File: config.mk
export PLATFORM = sky130hd
export DESIGN_NAME = dnn_result_uart_tx_flat
export DESIGN_NICKNAME = d
export VERILOG_FILES = /design/src/rtl/dnn_result_uart_tx_pkg.sv /design/src/rtl/dnn_result_uart_tx_if.sv /design/src/rtl/dnn_result_uart_tx_byte_fifo.sv /design/src/rtl/dnn_result_uart_tx.sv /design/src/flat_wrapper.sv
export SDC_FILE = /design/constraint.sdc
export NUM_CORES = 1
export LEC_CHECK = 0
export ABC_AREA = 1
export CORE_MARGIN = 1.5
export CORE_UTILIZATION = 64
export DETAILED_ROUTE_END_ITERATION = 8
export DONT_BUFFER_PORTS = 1
export HOLD_SLACK_MARGIN = 0.06
export PLACE_DENSITY = 0.8
export SYNTH_ARGS = -nofsm -noshare
export SYNTH_HDL_FRONTEND = slang
export SYNTH_SLANG_ARGS = --single-unit
File: constraint.sdc
create_clock -name clk_10MHz_buf -period 2.1 [get_ports clk_10MHz_buf]
set_clock_uncertainty 0.05 [all_clocks]
set_input_delay 0.525 -clock clk_10MHz_buf [delete_from_list [all_inputs] [get_ports clk_10MHz_buf]]
set_output_delay 0.525 -clock clk_10MHz_buf [all_outputs]
set_load 0.02 [all_outputs]
File: src/rtl/dnn_result_uart_tx_pkg.sv
// Shared definitions for the DNN result UART byte streamer:
// ASCII class codes, TX FSM states and the result-counter width helper.
package dnn_result_uart_tx_pkg;

    localparam logic [7:0] CH_ZERO  = 8'h30;
    localparam logic [7:0] CH_NONE  = 8'h3F;
    localparam logic [7:0] CH_MULTI = 8'h2A;

    typedef enum logic [2:0] {
        IDLE,
        START,
        WAIT_HI,
        WAIT_LO,
        TERM,
        DONE
    } tx_state_t;

    // Counter must still be at least one bit wide when no results are expected.
    function automatic int unsigned cnt_width(input int unsigned n);
        return (n == 0) ? 1 : $clog2(n + 1);
    endfunction

endpackage

File: src/rtl/dnn_result_uart_tx_if.sv
// Byte interface between the result streamer (master) and the UART transmitter (slave).
interface dnn_result_uart_tx_if;
    logic [7:0] tx_data;
    logic       tx_start;
    logic       tx_busy;

    modport master (output tx_data, output tx_start, input tx_busy);
    modport slave  (input tx_data, input tx_start, output tx_busy);
endinterface

File: src/rtl/dnn_result_uart_tx_byte_fifo.sv
// Single-clock FIFO with wrap-bit pointers; a push into a full FIFO succeeds
// when a pop happens in the same cycle.
module byte_fifo #(
    parameter int unsigned DEPTH = 16,
    parameter int unsigned WIDTH = 8
) (
    input  logic             clk_10MHz_buf,
    input  logic             resetn,
    input  logic             clear,
    input  logic             push,
    input  logic [WIDTH-1:0] push_data,
    input  logic             pop,
    output logic [WIDTH-1:0] pop_data,
    output logic             full,
    output logic             empty
);
    localparam int unsigned AW = $clog2(DEPTH);

    logic [WIDTH-1:0] mem [DEPTH];
    logic [AW:0]      wr_ptr;
    logic [AW:0]      rd_ptr;
    logic             do_push;
    logic             do_pop;

    assign empty    = (wr_ptr == rd_ptr);
    assign full     = (wr_ptr[AW] != rd_ptr[AW]) && (wr_ptr[AW-1:0] == rd_ptr[AW-1:0]);
    assign do_pop   = pop && !empty;
    assign do_push  = push && (!full || do_pop);
    assign pop_data = mem[rd_ptr[AW-1:0]];

    always_ff @(posedge clk_10MHz_buf or negedge resetn) begin
        if (!resetn) begin
            wr_ptr <= '0;
            rd_ptr <= '0;
        end else if (clear) begin
            wr_ptr <= '0;
            rd_ptr <= '0;
        end else begin
            if (do_push) wr_ptr <= wr_ptr + 1'b1;
            if (do_pop)  rd_ptr <= rd_ptr + 1'b1;
        end
    end

    always_ff @(posedge clk_10MHz_buf) begin
        if (do_push) mem[wr_ptr[AW-1:0]] <= push_data;
    end

endmodule

File: src/rtl/dnn_result_uart_tx.sv
// Captures DNN output activations, encodes each as an ASCII class byte,
// queues them and streams them to the UART, ending with a terminator byte.
module dnn_result_uart_tx
    import dnn_result_uart_tx_pkg::*;
#(
    parameter int unsigned NUM_CLASSES = 10,
    parameter int unsigned NUM_RESULTS = 200,
    parameter int unsigned FIFO_DEPTH  = 16,
    parameter logic [7:0]  TERM_BYTE   = 8'h0A
) (
    input  logic                                 clk_10MHz_buf,
    input  logic                                 resetn,
    input  logic                                 clear,
    input  logic                                 res_valid,
    input  logic [NUM_CLASSES-1:0]               res_act,
    dnn_result_uart_tx_if.master                 uart,
    output logic [cnt_width(NUM_RESULTS)-1:0]    result_count,
    output logic [3:0]                           last_class,
    output logic                                 overflow,
    output logic                                 done
);
    localparam int unsigned     CW      = cnt_width(NUM_RESULTS);
    localparam logic [CW-1:0]   RES_MAX = CW'(NUM_RESULTS);

    tx_state_t  state;
    logic [1:0] wait_cnt;
    logic       term;
    logic [7:0] enc_byte;
    logic [3:0] enc_class;
    logic       hit;
    logic       accept;
    logic       pop;
    logic       fifo_full;
    logic       fifo_empty;
    logic [7:0] fifo_head;

    always_comb begin
        enc_class = 4'hF;
        enc_byte  = CH_NONE;
        hit       = 1'b0;
        for (int unsigned i = 0; i < NUM_CLASSES; i++) begin
            if (res_act[i] && !hit) begin
                enc_class = 4'(i);
                hit       = 1'b1;
            end
        end
        if ($countones(res_act) == 1)     enc_byte = CH_ZERO + {4'h0, enc_class};
        else if ($countones(res_act) > 1) enc_byte = CH_MULTI;
    end

    assign accept = res_valid && (result_count < RES_MAX);
    assign pop    = (state == IDLE) && !fifo_empty && !uart.tx_busy;

    byte_fifo #(
        .DEPTH (FIFO_DEPTH),
        .WIDTH (8)
    ) u_fifo (
        .clk_10MHz_buf (clk_10MHz_buf),
        .resetn        (resetn),
        .clear         (clear),
        .push          (accept),
        .push_data     (enc_byte),
        .pop           (pop),
        .pop_data      (fifo_head),
        .full          (fifo_full),
        .empty         (fifo_empty)
    );

    always_ff @(posedge clk_10MHz_buf or negedge resetn) begin
        if (!resetn) begin
            result_count <= '0;
            last_class   <= 4'hF;
            overflow     <= 1'b0;
        end else if (clear) begin
            result_count <= '0;
            last_class   <= 4'hF;
            overflow     <= 1'b0;
        end else if (accept) begin
            result_count <= result_count + 1'b1;
            last_class   <= enc_class;
            // A same-cycle pop frees the slot, so only a stalled full FIFO drops.
            if (fifo_full && !pop) overflow <= 1'b1;
        end
    end

    always_ff @(posedge clk_10MHz_buf or negedge resetn) begin
        if (!resetn) begin
            state         <= IDLE;
            uart.tx_data  <= '0;
            uart.tx_start <= 1'b0;
            done          <= 1'b0;
            term          <= 1'b0;
            wait_cnt      <= '0;
        end else if (clear) begin
            state         <= IDLE;
            uart.tx_data  <= '0;
            uart.tx_start <= 1'b0;
            done          <= 1'b0;
            term          <= 1'b0;
            wait_cnt      <= '0;
        end else begin
            case (state)
                IDLE: begin
                    if (!fifo_empty && !uart.tx_busy) begin
                        uart.tx_data  <= fifo_head;
                        uart.tx_start <= 1'b1;
                        term          <= 1'b0;
                        wait_cnt      <= '0;
                        state         <= START;
                    end else if (fifo_empty && result_count == RES_MAX) begin
                        uart.tx_data  <= TERM_BYTE;
                        uart.tx_start <= 1'b1;
                        term          <= 1'b1;
                        wait_cnt      <= '0;
                        state         <= TERM;
                    end
                end
                START, TERM: begin
                    uart.tx_start <= 1'b0;
                    state         <= WAIT_HI;
                end
                WAIT_HI: begin
                    if (uart.tx_busy || wait_cnt == 2'd3) state <= WAIT_LO;
                    else                                  wait_cnt <= wait_cnt + 2'd1;
                end
                WAIT_LO: begin
                    if (!uart.tx_busy) begin
                        if (term) begin
                            state <= DONE;
                            done  <= 1'b1;
                        end else begin
                            state <= IDLE;
                        end
                    end
                end
                DONE:    state <= DONE;
                default: state <= IDLE;
            endcase
        end
    end

endmodule

File: src/flat_wrapper.sv
// flat-port wrapper written by rule: the top's interface ports become plain ports
module dnn_result_uart_tx_flat import dnn_result_uart_tx_pkg::*;
#(
    parameter int unsigned NUM_CLASSES = 10,
    parameter int unsigned NUM_RESULTS = 200,
    parameter int unsigned FIFO_DEPTH  = 16,
    parameter logic [7:0]  TERM_BYTE   = 8'h0A
)
  (clk_10MHz_buf, resetn, clear, res_valid, res_act, result_count, last_class, overflow, done, uart_tx_data, uart_tx_start, uart_tx_busy);
  dnn_result_uart_tx_if uart_i ();
  input  logic clk_10MHz_buf;
  input  logic resetn;
  input  logic clear;
  input  logic res_valid;
  input  logic [NUM_CLASSES-1:0] res_act;
  output logic [cnt_width(NUM_RESULTS)-1:0] result_count;
  output logic [3:0] last_class;
  output logic overflow;
  output logic done;
  output wire logic [$bits(uart_i.tx_data)-1:0] uart_tx_data;
  output wire logic [$bits(uart_i.tx_start)-1:0] uart_tx_start;
  input wire logic [$bits(uart_i.tx_busy)-1:0] uart_tx_busy;
  assign uart_tx_data = uart_i.tx_data;
  assign uart_tx_start = uart_i.tx_start;
  assign uart_i.tx_busy = uart_tx_busy;
  dnn_result_uart_tx #(.NUM_CLASSES(NUM_CLASSES), .NUM_RESULTS(NUM_RESULTS), .FIFO_DEPTH(FIFO_DEPTH), .TERM_BYTE(TERM_BYTE)) u_core (.clk_10MHz_buf(clk_10MHz_buf), .resetn(resetn), .clear(clear), .res_valid(res_valid), .res_act(res_act), .uart(uart_i), .result_count(result_count), .last_class(last_class), .overflow(overflow), .done(done));
endmodule
== After elaboration in Yosys (flattened, before gate mapping) ==
Memories as Yosys holds them, arrays and structs flattened.
Cells that the tools add are included.
Word-level totals
  register bits after elaboration: 39
  RAM bits: 128
  input bits: 15
  output and inout bits: 23
  logic and storage cells: 156
  memories: 1
Cells by class
  add/sub/neg operators: 14
  order comparisons: 2
  equality and inequality tests: 16
  multiplexer cells: 61
  reduce and logical (&&, ||, !) cells: 51
Memory list
  u_core.u_fifo.mem: depth 16, width 8, read ports 1, clocked after Yosys merged registers in 0, wr ports 1, line dnn_result_uart_tx_byte_fifo.sv:19  | logic [WIDTH-1:0] mem [DEPTH];
Operators by type and width (count)
  $add 32x32->32: 4
  $mux 8: 7
  $mux 4: 12
  $eq 32x2->1 const B: 1
  $gt 32x2->1 const B: 1
  $mux 5: 5
  $mux 1: 24
  $logic_and 1x1->1: 18
  $mux 3: 6
  $pmux 3 s5: 1
  $reduce_bool 2->1: 7
  $logic_not 1->1: 13
  $add 1x1->2: 5
  $add 5x1->5 const B: 2
  $reduce_and 3->1: 3
  $reduce_bool 3->1: 3
  $add 8x1->8 const B: 1
  $eq 8x8->1 const B: 1
  $lt 8x8->1 const B: 1
  $mux 2: 4
  $add 6x4->7 const A: 1
  $eq 3x2->1 const B: 2
  $eq 3x3->1 const B: 2
  $ne 3x3->1 const B: 2
  15 further kinds: 18

== Logic depth before layout (Yosys ltp) ==
Gate-level depths: netlist of the first run.
  word-level depth: 30
  depth in mapped cells: 13
  depth with buffers taken out: 13

== By module ==
Synthesis of the first run repeated with hierarchy kept, for this count alone.
Unflattened totals
  cells, all modules: 725
  area, all modules: 7711.1 µm²
Modules (own cells, without submodules)
  byte_fifo: instances 1, cells an instance 482, area an instance 5816.8 µm², seq. area each 4093.9 µm²
  dnn_result_uart_tx: instances 1, cells an instance 243, area an instance 1894.3 µm², seq. area each 730.7 µm²

== Worst setup path before layout of the first run ==
OpenSTA, ideal clock, no wires.
  path type: input -> register
  from: in res_act[0]
  to: mem u_core.u_fifo.mem[0][0] (data pin)
  library setup time: 0.291 ns
  arrival time: 3.340 ns
  required time: 1.759 ns
  path slack: -1.582 ns
  stages: 12
  path buffers: 0
  path through: inv_1 ha_1 inv_1 fa_1 fa_1 inv_1 fa_1 inv_1 fa_1 or2_2 nand4_1 a21oi_1
On the way
  cells in the longest elaborated chain, start to end: 30
  elaborated cells on any way between the ends: 46
  classes of those cells: add/sub (5); order compare (1); eq/ne (1); mux (21); reduce/logical (18)
Ends and longest elaborated chain
  start: declaration: line flat_wrapper.sv:15  | input logic [NUM_CLASSES-1:0] res_act;
  branches (longest 29 deep; another with $add 32x32->32)
  $mux 8 *: line dnn_result_uart_tx.sv:47  | if ($countones(res_act) == 1) enc_byte = CH_ZERO + {4'h0, enc_class};
  net u_core.enc_byte[0]: line dnn_result_uart_tx.sv:28  | logic [7:0] enc_byte;
  end: declaration: line dnn_result_uart_tx_byte_fifo.sv:19
Mark *: on every way through the listed nets, which the timed path passes.

== Final worst setup path of the first run ==
  from: in res_act[5]
  to: mem u_core.u_fifo.mem[14][1] (data pin)
On the way
  cells in the longest elaborated chain, start to end: 16
  elaborated cells on any way between the ends: 25
  classes of those cells: add/sub (5); eq/ne (1); mux (10); reduce/logical (9)
Ends and longest elaborated chain (line)
  branches (longest 15 deep; another with $add 32x32->32)
  $mux 8 *: dnn_result_uart_tx.sv:47
  net u_core.enc_byte[1]: dnn_result_uart_tx.sv:28
Marks and branches as above.

==> results of run 1 <==
## routing by layer
| layer | share of wire | GRT usage |
|---|---|---|
| met2 | 0.51 | 0.525 |
| met5 | 0 | 0 |
| met3 | 0.098 | 0.0668 |
| met4 | 0.028 | 0.148 |
| met1 | 0.36 | 0.379 |
## worst max-delay path by stage
stage	to	slack [ps]	cells past startpoint
floorplan	u_core.u_fifo.mem[0][1]	-1360	11
global placement	u_core.u_fifo.mem[1][0]	-1510	11
detailed placement	u_core.u_fifo.mem[1][0]	-1580	11
CTS	u_core.u_fifo.mem[1][1]	-880	12
global route	u_core.u_fifo.mem[3][1]	-1030	12
finish	u_core.u_fifo.mem[14][1]	-970	12
## through the flow
stage               instance area, sq um  setup TNS (ps)  instances  power (uW)  worst slack, ps
floorplan                           6050         -105060        618        4400            -1360
global placement                    6500         -115830        766        4700            -1510
detailed placement                  6500         -121270        766        4780            -1580
CTS                                 7180          -65820        803        7670             -875
global route                        7290          -79670        808        8180            -1030
finish                              7290          -75950        808        7880             -970
## state kept, by name, summed over array words and instances (netlist names)
signal	flops
u_core.wait_cnt	2
u_core.result_count	8
u_core.state	3
u_core.last_class	4
u_core.u_fifo.mem	80
u_core.term	1
u_core.u_fifo.wr_ptr	5
u_core.uart.tx_data	6
u_core.done	1
u_core.overflow	1
u_core.u_fifo.rd_ptr	5
u_core.uart.tx_start	1
## kinds of logic after synthesis
kind of cell	count (synthesis)
other cells	1
fa+ha+maj	24
simple gates	311
buf+inv	89
compound gates	69
xor+xnor	5
mux	1
flops	117
## placed cells by master (no fill, tap or decap), drive strengths merged, types with 6 or more instances in the layout
cell    netlist  routed
edfxtp       80      80
nand2       170     170
ha           18      18
a21oi        34      34
a22o          6       6
buf          16      67
inv          66      68
nand4        10      10
nor2         74      74
dfrtp        33      33
nand3        45      45
o21ai        22      22
fa            6       6
clkbuf        6      20
## timing repair
action                                  in CTS  in global routing
buffers inserted                             2                  6
hold endpoints to repair                    44                  0
endpoints found under the setup margin     118                140
pin swaps                                    1                  1
resized for setup                           10                 16
hold buffers                                 3                  0
## worst max-delay path, stage by stage
cell,delay (ps)
ha_4,240
inv_2,30
fa_1,560
fa_1,410
inv_1,80
fa_2,200
inv_2,50
fa_2,550
nand4_1,140
buf_6,180
nor2_4,150
nand2_4,140
## power by group
group | internal (uW) | total, uW | switching (uW)
registers | 2880 | 3070 | 184
clock network | 1690 | 2720 | 1030
logic | 791 | 2100 | 1310
total | 5360 | 7880 | 2520
## cell type report
cell class,count,share of cell area
sequential,117,0.458
clock buffer,20,0.0584
clock inverter,12,0.0180
multi-input combinational,412,0.330
inverter,67,0.0372
timing repair buffer,69,0.0802
tap,111,0.0191
==> results.ini, run 1 <==
[global_route]
overflow = 0
grt_pass1_vias = 4644
grt_pass1_wl_um = 22800
grt_usage = 0.310
antenna_found_initial = 0
grt_max_degree = 44

[drt]
wl_per_cell_um = 18.7
routed_wl_um = 15100
drtIter0Drc = 497
drt_first_pass_iters = 5
num_vias = 4744
antenna_left = 0
route.detailed.drc = 0
vias_per_cell = 5.87

[yosys]
synth_seq_cells = 117
synth_seq_area_share = 0.557
synth-edff-count = 80
yosys-top-cells-area = edfxtp_1 40%, dfrtp_1 14%, nand2_1 9.3%
yosys_warnings = 0
synth_top_family_by_area = simple AND/OR/NAND/NOR gates
syn_inst = 617
synth_compound_area_frac = 0.0697
synthAdderAreaFrac = 0.0577
ys.flop_type = edfxtp_1
yosys.area.top_type_share = 0.402
syn_area_sq_mm = 0.00598
async_flop_share = 0.316
synth_simple_gate_area_frac = 0.240
synthMuxAreaShare = 0.00188
yosys.area.top_type = edfxtp_1
synth_xor_area_frac = 0.00858
synthTopCellsByCount = 149 x nand2_1, 80 x edfxtp_1, 67 x nor2_1
avgSynthCellArea_sq_um = 9.70
synth.distinct_cells = 46
yosysMostFrequentCell = nand2_1

[min_path]
hold_end = u_core.u_fifo.wr_ptr[2]
hold_start = clear
whs_path_depth = 3
hold_class = in -> reg

[sta]
fmax_ghz = 0.326
setup_slack_ps = -970
final-setup-viol-count = 80
grt_setup_unrepaired = yes
period_needed_ps = 3070
maxSlewViolCount = 0
fin_hold_ws_ps = 110
fin_crit_sh = 1.46
hold_violations = 0

[floorplan]
io_pins = 38
fp-row-count = 35
core-area_sq_mm = 0.00915
initial_core_util = 0.654
dieArea_sq_mm = 0.00994
die_y_um = 99.7
chipWidth_um = 99.7

[clock_network]
h-tree-depth = 4
cts_max_path_buffers = 2
cts.reportedPaths.clkPinSlew_ps = 60
cts_root_buffer = clkbuf_8
cts_tree = built
cts_buffers = 17
clk_latency_ps = 530
clkSinkCount = 117

[finish]
multi_input_area_sq_mm = 0.00240
area_delta_synth_final_pct = 21.9
regArea_sq_mm = 0.00334
fillers = 494
fin_util = 0.796
drive_gt1_frac = 0.263
antenna_cells = 0
nets = 723

[critical_path]
cp-start-kind = input port
cp_data_arrival_time_ps = 3260
cp-startpoint = res_act[5]
crit_fanout = 16
rr_startpoint = u_core.u_fifo.wr_ptr[0]
rrSetupSlack_ps = 60
r2r-end = u_core.u_fifo.mem[10][3]
required_ps = 2290
ff2ff_path_depth = 11
cp-end-kind = register
critPathKind = in -> reg

[status]
violations = setup timing
status = finished, violations left

[place]
io_buffers = 0
gp_congestion = 0.877
dpl.hpwl_um = 9120

[job]
max-cap-violations = 0

[power_and_ir_drop]
cellPowerDensity_mw_per_mm2 = 1080
leakage_uw = 0.00320
vdd_drop_max_mv = 0.896

Note: power is estimated with default switching activity, not from simulation.
==> inputs of run 2 (changes only) <==
--- a/config.mk
+++ b/config.mk
@@ -6,12 +6,15 @@
 export NUM_CORES = 1
 export LEC_CHECK = 0
 export ABC_AREA = 1
+export CELL_PAD_IN_SITES_DETAIL_PLACEMENT = 0
+export CELL_PAD_IN_SITES_GLOBAL_PLACEMENT = 2
 export CORE_MARGIN = 1.5
-export CORE_UTILIZATION = 64
+export CORE_UTILIZATION = 41
 export DETAILED_ROUTE_END_ITERATION = 8
 export DONT_BUFFER_PORTS = 1
 export HOLD_SLACK_MARGIN = 0.06
-export PLACE_DENSITY = 0.8
+export PLACE_DENSITY_LB_ADDON = 0.1
+export SKIP_LAST_GASP = 1
 export SYNTH_ARGS = -nofsm -noshare
 export SYNTH_HDL_FRONTEND = slang
 export SYNTH_SLANG_ARGS = --single-unit
==> constraint.sdc (replaced) <==
create_clock -name clk_10MHz_buf -period 3 [get_ports clk_10MHz_buf]
set_clock_uncertainty 0.05 [all_clocks]
set_input_delay 0.75 -clock clk_10MHz_buf [delete_from_list [all_inputs] [get_ports clk_10MHz_buf]]
set_output_delay 0.75 -clock clk_10MHz_buf [all_outputs]
set_load 0.02 [all_outputs]
==> run 2 against run 1 <==
Net effect: the run still ends with setup timing left; sequential share of layout area up 0.96 points; routed wire length about the same; non-clock buffer count down 26; count of clock-buffer cells in the layout up 5; global-route usage down 9.3 points; die area up 54%; utilization down 29 points; clock power down 32%; worst setup slack better by 600 ps; critical path type unchanged; critical endpoint is now u_core.u_fifo.mem[1][3]; largest cell class unchanged.
==> results.ini, run 2 (synthesis results as in run 1) <==
[sta]
setup_slack_ps = -369
fin_hold_ws_ps = 134
final-setup-viol-count = 80
slew_headroom = 0.623
grt_setup_unrepaired = yes
fmax_ghz = 0.297
period_needed_ps = 3370
fin_tns_setup_ps = -27300
fin_crit_sh = 1.12
maxSlewViolCount = 0
hold_violations = 0
worstMarginPinSlew_ps = 564

[global_route]
grt_usage = 0.217
antenna_found_initial = 0
grt_pass1_wl_um = 23900
overflow = 0
grt_max_degree = 44
grt_pass1_vias = 4299

[power_and_ir_drop]
leakage_uw = 0.00308
vdd_drop_max_mv = 0.462
cellPowerDensity_mw_per_mm2 = 770

[clock_network]
cts_max_path_buffers = 2
clk_latency_ps = 400
clkSinkCount = 117
cts_root_buffer = clkbuf_16
cts_buffers = 17
cts.reportedPaths.clkPinSlew_ps = 50
cts_tree = built
h-tree-depth = 4

[floorplan]
dieArea_sq_mm = 0.0153
io_pins = 38
initial_core_util = 0.426
core-area_sq_mm = 0.0140
chipWidth_um = 124
die_y_um = 124
fp-row-count = 43

[drt]
num_vias = 4344
drtIter0Drc = 286
routed_wl_um = 15100
wl_per_cell_um = 17.7
drt_first_pass_iters = 6
antenna_left = 0
route.detailed.drc = 0
vias_per_cell = 5.10

[job]
max-cap-violations = 0

[critical_path]
cp_data_arrival_time_ps = 3440
cp-start-kind = input port
crit_fanout = 16
critPathKind = in -> reg
cp-end-kind = register
required_ps = 3070

[place]
gp_congestion = 0.800
dpl_cell_area_sq_mm = 0.00641
io_buffers = 0
dpl.hpwl_um = 10200
placed_cells = 811
pre_cts_ws_ps = -1020

[finish]
design_area_sq_mm = 0.00713
layout_commonest_cell = nand2_1
nets = 697
drive_gt1_frac = 0.212
area_delta_synth_final_pct = 19.3
antenna_cells = 0
largest_register_ffs = 80
fillers = 1263
stdcell_count = 851
layout_common_cells = 147 x nand2_1, 80 x edfxtp_1, 66 x nor2_1

[status]
status = finished, violations left
violations = setup timing

[min_path]
hold_class = in -> async

[run 2: timing repair]
action                                  in CTS  in global routing
pin swaps                                    2                  0
gates cloned                                 1                  0
endpoints found under the setup margin      80                 80
hold buffers                                 1                  0
resized for setup                           13                  0
hold endpoints to repair                    33                  0
buffers inserted                             6                  1
[run 2: worst max-delay path, stage by stage]
cell and delay, ps:
ha_4 240, inv_2 30, fa_1 550, fa_1 410
inv_1 80, fa_2 190, inv_2 40, fa_2 550
nand4_1 140, buf_4 190, nor2_4 130, nand2_4 140
[run 2: cell type report]
| cell class | count | area (sq um) | area share |
|---|---|---|---|
| Clock buffer | 25 | 485 | 0.0680 |
| Clock inverter | 7 | 55.1 | 0.00772 |
| Tap cell | 180 | 225 | 0.0316 |
| Timing Repair Buffer | 43 | 408 | 0.0572 |
| Inverter | 67 | 272 | 0.0381 |
| Multi-Input combinational cell | 412 | 2360 | 0.330 |
| Sequential cell | 117 | 3330 | 0.467 |
[run 2: path summary, 6_finish.rpt]
path	startpoint	end	slack, ps	depth (start not counted)
worst max register to register	u_core.u_fifo.rd_ptr[2]	u_core.u_fifo.mem[6][2]	720	11
min in group clk_10MHz_buf	clear	u_core.result_count[7]	360	1
max in group asynchronous	resetn	u_core.u_fifo.wr_ptr[3]	2580	1
worst min register to register	u_core.wait_cnt[1]	u_core.wait_cnt[1]	470	2
worst max-delay path	res_act[5]	u_core.u_fifo.mem[1][3]	-370	12
worst min-delay path	resetn	u_core.uart.tx_data[0]	130	1
[run 2: stage by stage]
stage                     power, uW  utilization
final                          5490        0.508
after floorplan                3080            -
after CTS                      5530        0.508
after global routing           5790        0.508
after global placement         3340        0.457
after detailed placement       3380        0.457
[run 2: per-layer routing]
layer	up-vias	track usage	routed length (um)
met5	-	0	0
met3	8	0.0499	803
met4	0	0.0560	105
li1	2130	-	-
met1	2095	0.322	7390
met2	111	0.320	6790
[run 2: power by group]
part | internal, uW | switching, uW | leakage, uW
clock | 1190 | 649 | 0.000265
sequential | 2020 | 135 | 0.00122
combinational | 583 | 912 | 0.00160
==> RTL edit 1 (config.mk and constraints of run 2) <==
Reset style: synchronous (`resetn`), changed in 3 clocked blocks.
--- a/src/rtl/dnn_result_uart_tx_byte_fifo.sv
+++ b/src/rtl/dnn_result_uart_tx_byte_fifo.sv
@@ -30,3 +30,3 @@
 
-    always_ff @(posedge clk_10MHz_buf or negedge resetn) begin
+    always_ff @(posedge clk_10MHz_buf) begin
         if (!resetn) begin
--- a/src/rtl/dnn_result_uart_tx.sv
+++ b/src/rtl/dnn_result_uart_tx.sv
@@ -68,3 +68,3 @@
 
-    always_ff @(posedge clk_10MHz_buf or negedge resetn) begin
+    always_ff @(posedge clk_10MHz_buf) begin
         if (!resetn) begin
@@ -85,3 +85,3 @@
 
-    always_ff @(posedge clk_10MHz_buf or negedge resetn) begin
+    always_ff @(posedge clk_10MHz_buf) begin
         if (!resetn) begin
Function: differs if resetn is asserted again (counterexample within 4 cycles, from zero or initial values and one cycle with resetn low); with resetn held inactive, the same outputs for 10 cycles.
==> RTL edit 1 against run 2 <==
- the flow still finishes with violations (setup timing)
- sequential cell count grew 4
- worst setup slack gained 0.056 ns
- synthesized cell count shrank 4.9%
- area after synthesis shrank 6.4%
- wire length shrank 12%
- first-iteration DRC count shrank 5.6%
- final area shrank 6.2%
- core utilization shrank 0.45 points
- largest cell class unchanged
Power is not compared: it rests on default switching activity, and its combinational part moved more than twofold at a synthesized area within 25%.
==> RTL edit 1: results <==
[run_status]
status = "finished, violations left"
violations_in_the_final_reports = "setup timing"

[cts]
cts.clk_slew.worst_paths_ns = 0.05
cts_buffer_depth = 2
worst_skew_pair.late_latency_ns = 0.42
cts-root-buf = "sky130_fd_sc_hd__clkbuf_16"
cts-htree-levels = 4
tritoncts.num_buffers = 17

[detailed_routing]
total_number_of_vias = 4038
route.detailed.drc = 0
drt-initial-drc-count = 270
wl_per_cell_um = 16.5
drt-pass1-iter-count = 4

[placement]
finalWeightedCongestion = 0.728
post-dp-hpwl_um = 9110
port_buffers = 0
place.detailed.instances = 771

[synth]
avgSynthCellArea_um2 = 9.54
yosysWarnings = 0
number_of_enable_flip_flop_cells_after_synthesis = 80
synth.top_cells.by_count = "sky130_fd_sc_hd__nand2_1, sky130_fd_sc_hd__edfxtp_1, sky130_fd_sc_hd__nor2_1"
largest_cells_by_area_after_synthesis = "sky130_fd_sc_hd__edfxtp_1, sky130_fd_sc_hd__dfxtp_1, sky130_fd_sc_hd__nand2_1"
synth_seq_area_share = 0.575
post_synth_cell_types = 37
ys_dominant_reg_cell = "sky130_fd_sc_hd__edfxtp_1"
ffs_w_async_s_r_synth = 0

[global_routing]
grt_pass1_wl_um = 21400
grt_usage = 0.203
grt_start_max_net_pins = 41
grt_antenna_before_repair = 0

[worst_setup_path]
path_delay_family = "adder cells"
cp_slowest_cell = "sky130_fd_sc_hd__fa_1"
data_arrival_time_of_the_critical_path_ns = 3.43
critical-path-max-stage-delay_ns = 0.54
critPathMaxFanout = 16

[sta]
setup_tns_ns = -23.20
finalWorstSetupSlack_ns = -0.314
worst-slew-pin-transition_ns = 0.779
setup_viol = 80

[finish]
post_layout_nonfiller_instances = 807
fin_nets = 657
largest_register_ffs = 80
antenna_cells = 0
final_layout_size_suffix_gt1_frac = 0.158

[hold_path]
holdCritPathClass = "flip-flop to flip-flop"

[pwr]
static-leakage-power_uw = 0.00258
max-vdd-ir-drop_mv = 0.286
==> RTL edit 1: cell types whose count changed after synthesis, sizes merged, moves of 10 or more <==
cell   change
dfrtp     -33
dfxtp     +41
nand3     +27
nand2     -52
o21ai     +10
==> RTL edit 1: final timing paths <==
check                         start                  endpoint  slack (ns)  cells after the start
min                     u_core.term               u_core.term        0.45                      2
min reg2reg             u_core.term               u_core.term        0.45                      2
max reg2reg  u_core.result_count[4]   u_core.u_fifo.mem[4][1]        0.70                     10
max                      res_act[5]  u_core.u_fifo.mem[15][2]       -0.31                     13
==> RTL edit 1: kinds of logic (layout without fill, tap and decap cells) <==
| logic type | Yosys count | count (layout) | share of synthesized area |
|---|---|---|---|
| other | 1 | 2 | 0.000669 |
| AO/OA/AOI/OAI | 71 | 71 | 0.0710 |
| flip-flops | 121 | 121 | 0.575 |
| multiplexers | 1 | 1 | 0.00201 |
| XOR/XNOR | 6 | 6 | 0.00938 |
| AND/OR/NAND/NOR | 283 | 283 | 0.222 |
| buffers and inverters | 80 | 123 | 0.0574 |
| adder cells (fa/ha/maj) | 24 | 24 | 0.0616 |
==> RTL edit 1: power breakdown <==
part           total, uW  switching (uW)  internal (uW)  leakage (uW)
Sequential          2020            25.9           1990       0.00108
Combinational        695             435            259       0.00121
Clock               2020             711           1310      0.000284
Total               4730            1170           3560       0.00258
==> RTL edit 1: stage by stage <==
stage	cell area, um2	worst slack [ns]	util
global placement	6000	-0.951	0.451
global route	6700	-0.404	0.504
floorplan	5670	-0.686	-
finish	6700	-0.314	0.504
detailed placement	6000	-0.938	0.451
CTS	6690	-0.283	0.503
==> RTL edit 1: timing repair <==
action	CTS	global route
hold buffers	0	0
gates resized for setup	7	2
pin swaps	2	1
gates cloned	0	0
endpoints found under the setup margin	80	80
buffers inserted	4	2
endpoints found under the hold margin	0	0
==> RTL edit 1: cell type report <==
type                       instances  area [um2]
fill                            1205        6600
sequential                       121        3220
multi-input combinational        387        2150
clock buffer                      22         484
timing repair buffer              32         269
inverter                          59         234
tap                              176         220
clock inverter                    10         118
==> RTL edit 1: layer usage <==
layer  track usage  up-vias  wire [um]
met1         0.255     1879       5940
met4        0.0826        0        294
met5             0        -          0
met3        0.0618       25        832
li1              -     2037          -
met2         0.326       97       6270
==> RTL edit 1: worst register-to-register path, delay by kind of cell, from the launching register on <==
family        cells  cell delay (ns)
buf+inv           3             0.63
flops             1             0.39
simple gates      7             0.92
==> RTL edit 2 (config.mk and constraints of run 2) <==
Without the edit above. `FIFO_DEPTH` is set to 16 in 2 places; all go to 32.
--- a/src/rtl/dnn_result_uart_tx.sv
+++ b/src/rtl/dnn_result_uart_tx.sv
@@ -7,3 +7,3 @@
     parameter int unsigned NUM_RESULTS = 200,
-    parameter int unsigned FIFO_DEPTH  = 16,
+    parameter int unsigned FIFO_DEPTH  = 32,
     parameter logic [7:0]  TERM_BYTE   = 8'h0A
--- a/src/flat_wrapper.sv
+++ b/src/flat_wrapper.sv
@@ -5,3 +5,3 @@
     parameter int unsigned NUM_RESULTS = 200,
-    parameter int unsigned FIFO_DEPTH  = 16,
+    parameter int unsigned FIFO_DEPTH  = 32,
     parameter logic [7:0]  TERM_BYTE   = 8'h0A
Function: same outputs for any inputs over 4 cycles, from zero or initial values and one cycle with resetn low; that may be too few to reach the edited logic, so the function may still have changed.
==> RTL edit 2 against run 2 <==
- the flow still finishes with violations (setup timing)
- wire length is 62% higher
- global-route usage fell by 0.19 points
- synthesized cell count increased by 53%
- final area grew 53%
- total power is 44% higher
- sequential cell count increased by 82
- area after synthesis rose by 56%
- worst setup slack worse by 0.064 ns
- cell count rose by 53%
- critical path type unchanged
- critical endpoint is now u_core.u_fifo.mem[18][3]
- largest cell class unchanged
- largest power group unchanged
==> RTL edit 2: results <==
[global_routing]
grt_start_max_net_pins = 85
met2_usage = 0.385
grt_util_met3 = 0.0380
grt_pass1_wl_um = 37500

[detailed_routing]
drt-initial-drc-count = 392
met3RoutedLength_um = 1050
drt-pass1-iter-count = 5
routed_via_density = 5.19
wl_per_cell_um = 18.7

[placement]
post-dp-hpwl_um = 15700
post-place-ws_ns = -1.27

[pwr]
pwr-share-clk = 0.268
proportion_of_power_drawn_by_flip_flops_and_latches = 0.454
p_per_area_nw_per_um2 = 726
max-vdd-ir-drop_mv = 0.362

[finish]
largest_register_ffs = 160
fin_nets = 1043

[synth]
ffs_w_async_s_r_synth = 0.196
synth.top_cells.by_count = "sky130_fd_sc_hd__nand2_1, sky130_fd_sc_hd__edfxtp_1, sky130_fd_sc_hd__inv_1"
synth_seq_area_share = 0.620
largest_cells_by_area_after_synthesis = "sky130_fd_sc_hd__edfxtp_1, sky130_fd_sc_hd__nand2_1, sky130_fd_sc_hd__dfrtp_1"

[sta]
slew_headroom = 0.395
setup_tns_ns = -63.53
setup_viol = 160
finalWorstSetupSlack_ns = -0.433

[cts]
worst_skew_pair.late_latency_ns = 0.44
cts.clk_slew.worst_paths_ns = 0.08

[run_status]
status = "finished, violations left"
violations_in_the_final_reports = "setup timing"

[worst_setup_path]
data_arrival_time_of_the_critical_path_ns = 3.52
-- RTL edit 2: cell types whose count changed after synthesis, moves of 13 or more --
cell,delta
sky130_fd_sc_hd__nor3_1,+34
sky130_fd_sc_hd__nor2_1,+17
sky130_fd_sc_hd__o21ai_0,+43
sky130_fd_sc_hd__nand2_2,-15
sky130_fd_sc_hd__nand3_1,+39
sky130_fd_sc_hd__clkbuf_1,+13
sky130_fd_sc_hd__edfxtp_1,+80
sky130_fd_sc_hd__nand2_1,+93
sky130_fd_sc_hd__inv_1,+31
-- RTL edit 2: metrics by stage --
stage           util  cell area [um2]
2_1_floorplan      -             9390
3_5_place_dp   0.447            10100
3_3_place_gp   0.447            10100
5_1_grt        0.485            10900
4_1_cts        0.485            10900
6_report       0.485            10900
-- RTL edit 2: repair_timing --
item / in CTS / in global routing
cloned: 5 / 1
resized for setup: 20 / 2
endpoints found under the hold margin: 35 / 0
hold buffers: 1 / 0
buffers inserted: 12 / 0
endpoints found under the setup margin: 160 / 160
pin swaps: 3 / 1
-- RTL edit 2: final timing paths --
| kind | to | slack [ns] | cells past startpoint |
|---|---|---|---|
| setup reg to reg | u_core.u_fifo.mem[23][0] | 0.31 | 9 |
| hold reg to reg | u_core.wait_cnt[1] | 0.43 | 2 |
| setup / recovery | u_core.u_fifo.mem[18][3] | -0.43 | 13 |
| min in group clk_10MHz_buf | u_core.done | 0.32 | 1 |
| hold / removal | u_core.uart.tx_start | 0.09 | 1 |
| max in group asynchronous | u_core.u_fifo.rd_ptr[0] | 2.60 | 1 |
-- RTL edit 2: cell families (layout without fill, tap and decap cells) --
family                     Yosys count  count (layout)  synth area share
buffers and inverters              139             207            0.0620
and+or+nand+nor                    467             470             0.212
AOI/OAI and AO/OA                  108             110            0.0633
other                                1               2          0.000402
DFF                                199             199             0.620
xor gates and xnor gates             7               7           0.00657
adders and majority gates           23              23            0.0357
-- RTL edit 2: worst register-to-register path, stage by stage, from the launching register on --
cell,delay [ns]
sky130_fd_sc_hd__dfrtp_1,0.51
sky130_fd_sc_hd__nor2_1,0.19
sky130_fd_sc_hd__nand2_1,0.06
sky130_fd_sc_hd__nand2_1,0.06
sky130_fd_sc_hd__nand2_1,0.16
sky130_fd_sc_hd__inv_1,0.24
sky130_fd_sc_hd__nand2_2,0.23
sky130_fd_sc_hd__buf_12,0.24
sky130_fd_sc_hd__nor3_1,0.43
sky130_fd_sc_hd__buf_4,0.24
-- RTL edit 2: final cells by class --
| cell class | instances | area, um2 |
|---|---|---|
| clock buffer | 17 | 425 |
| inverter | 97 | 368 |
| fill | 2105 | 11600 |
| tap | 285 | 357 |
| clock inverter | 15 | 118 |
| timing repair buffer | 78 | 707 |
| multi-input combinational | 612 | 3160 |
| sequential | 199 | 5790 |
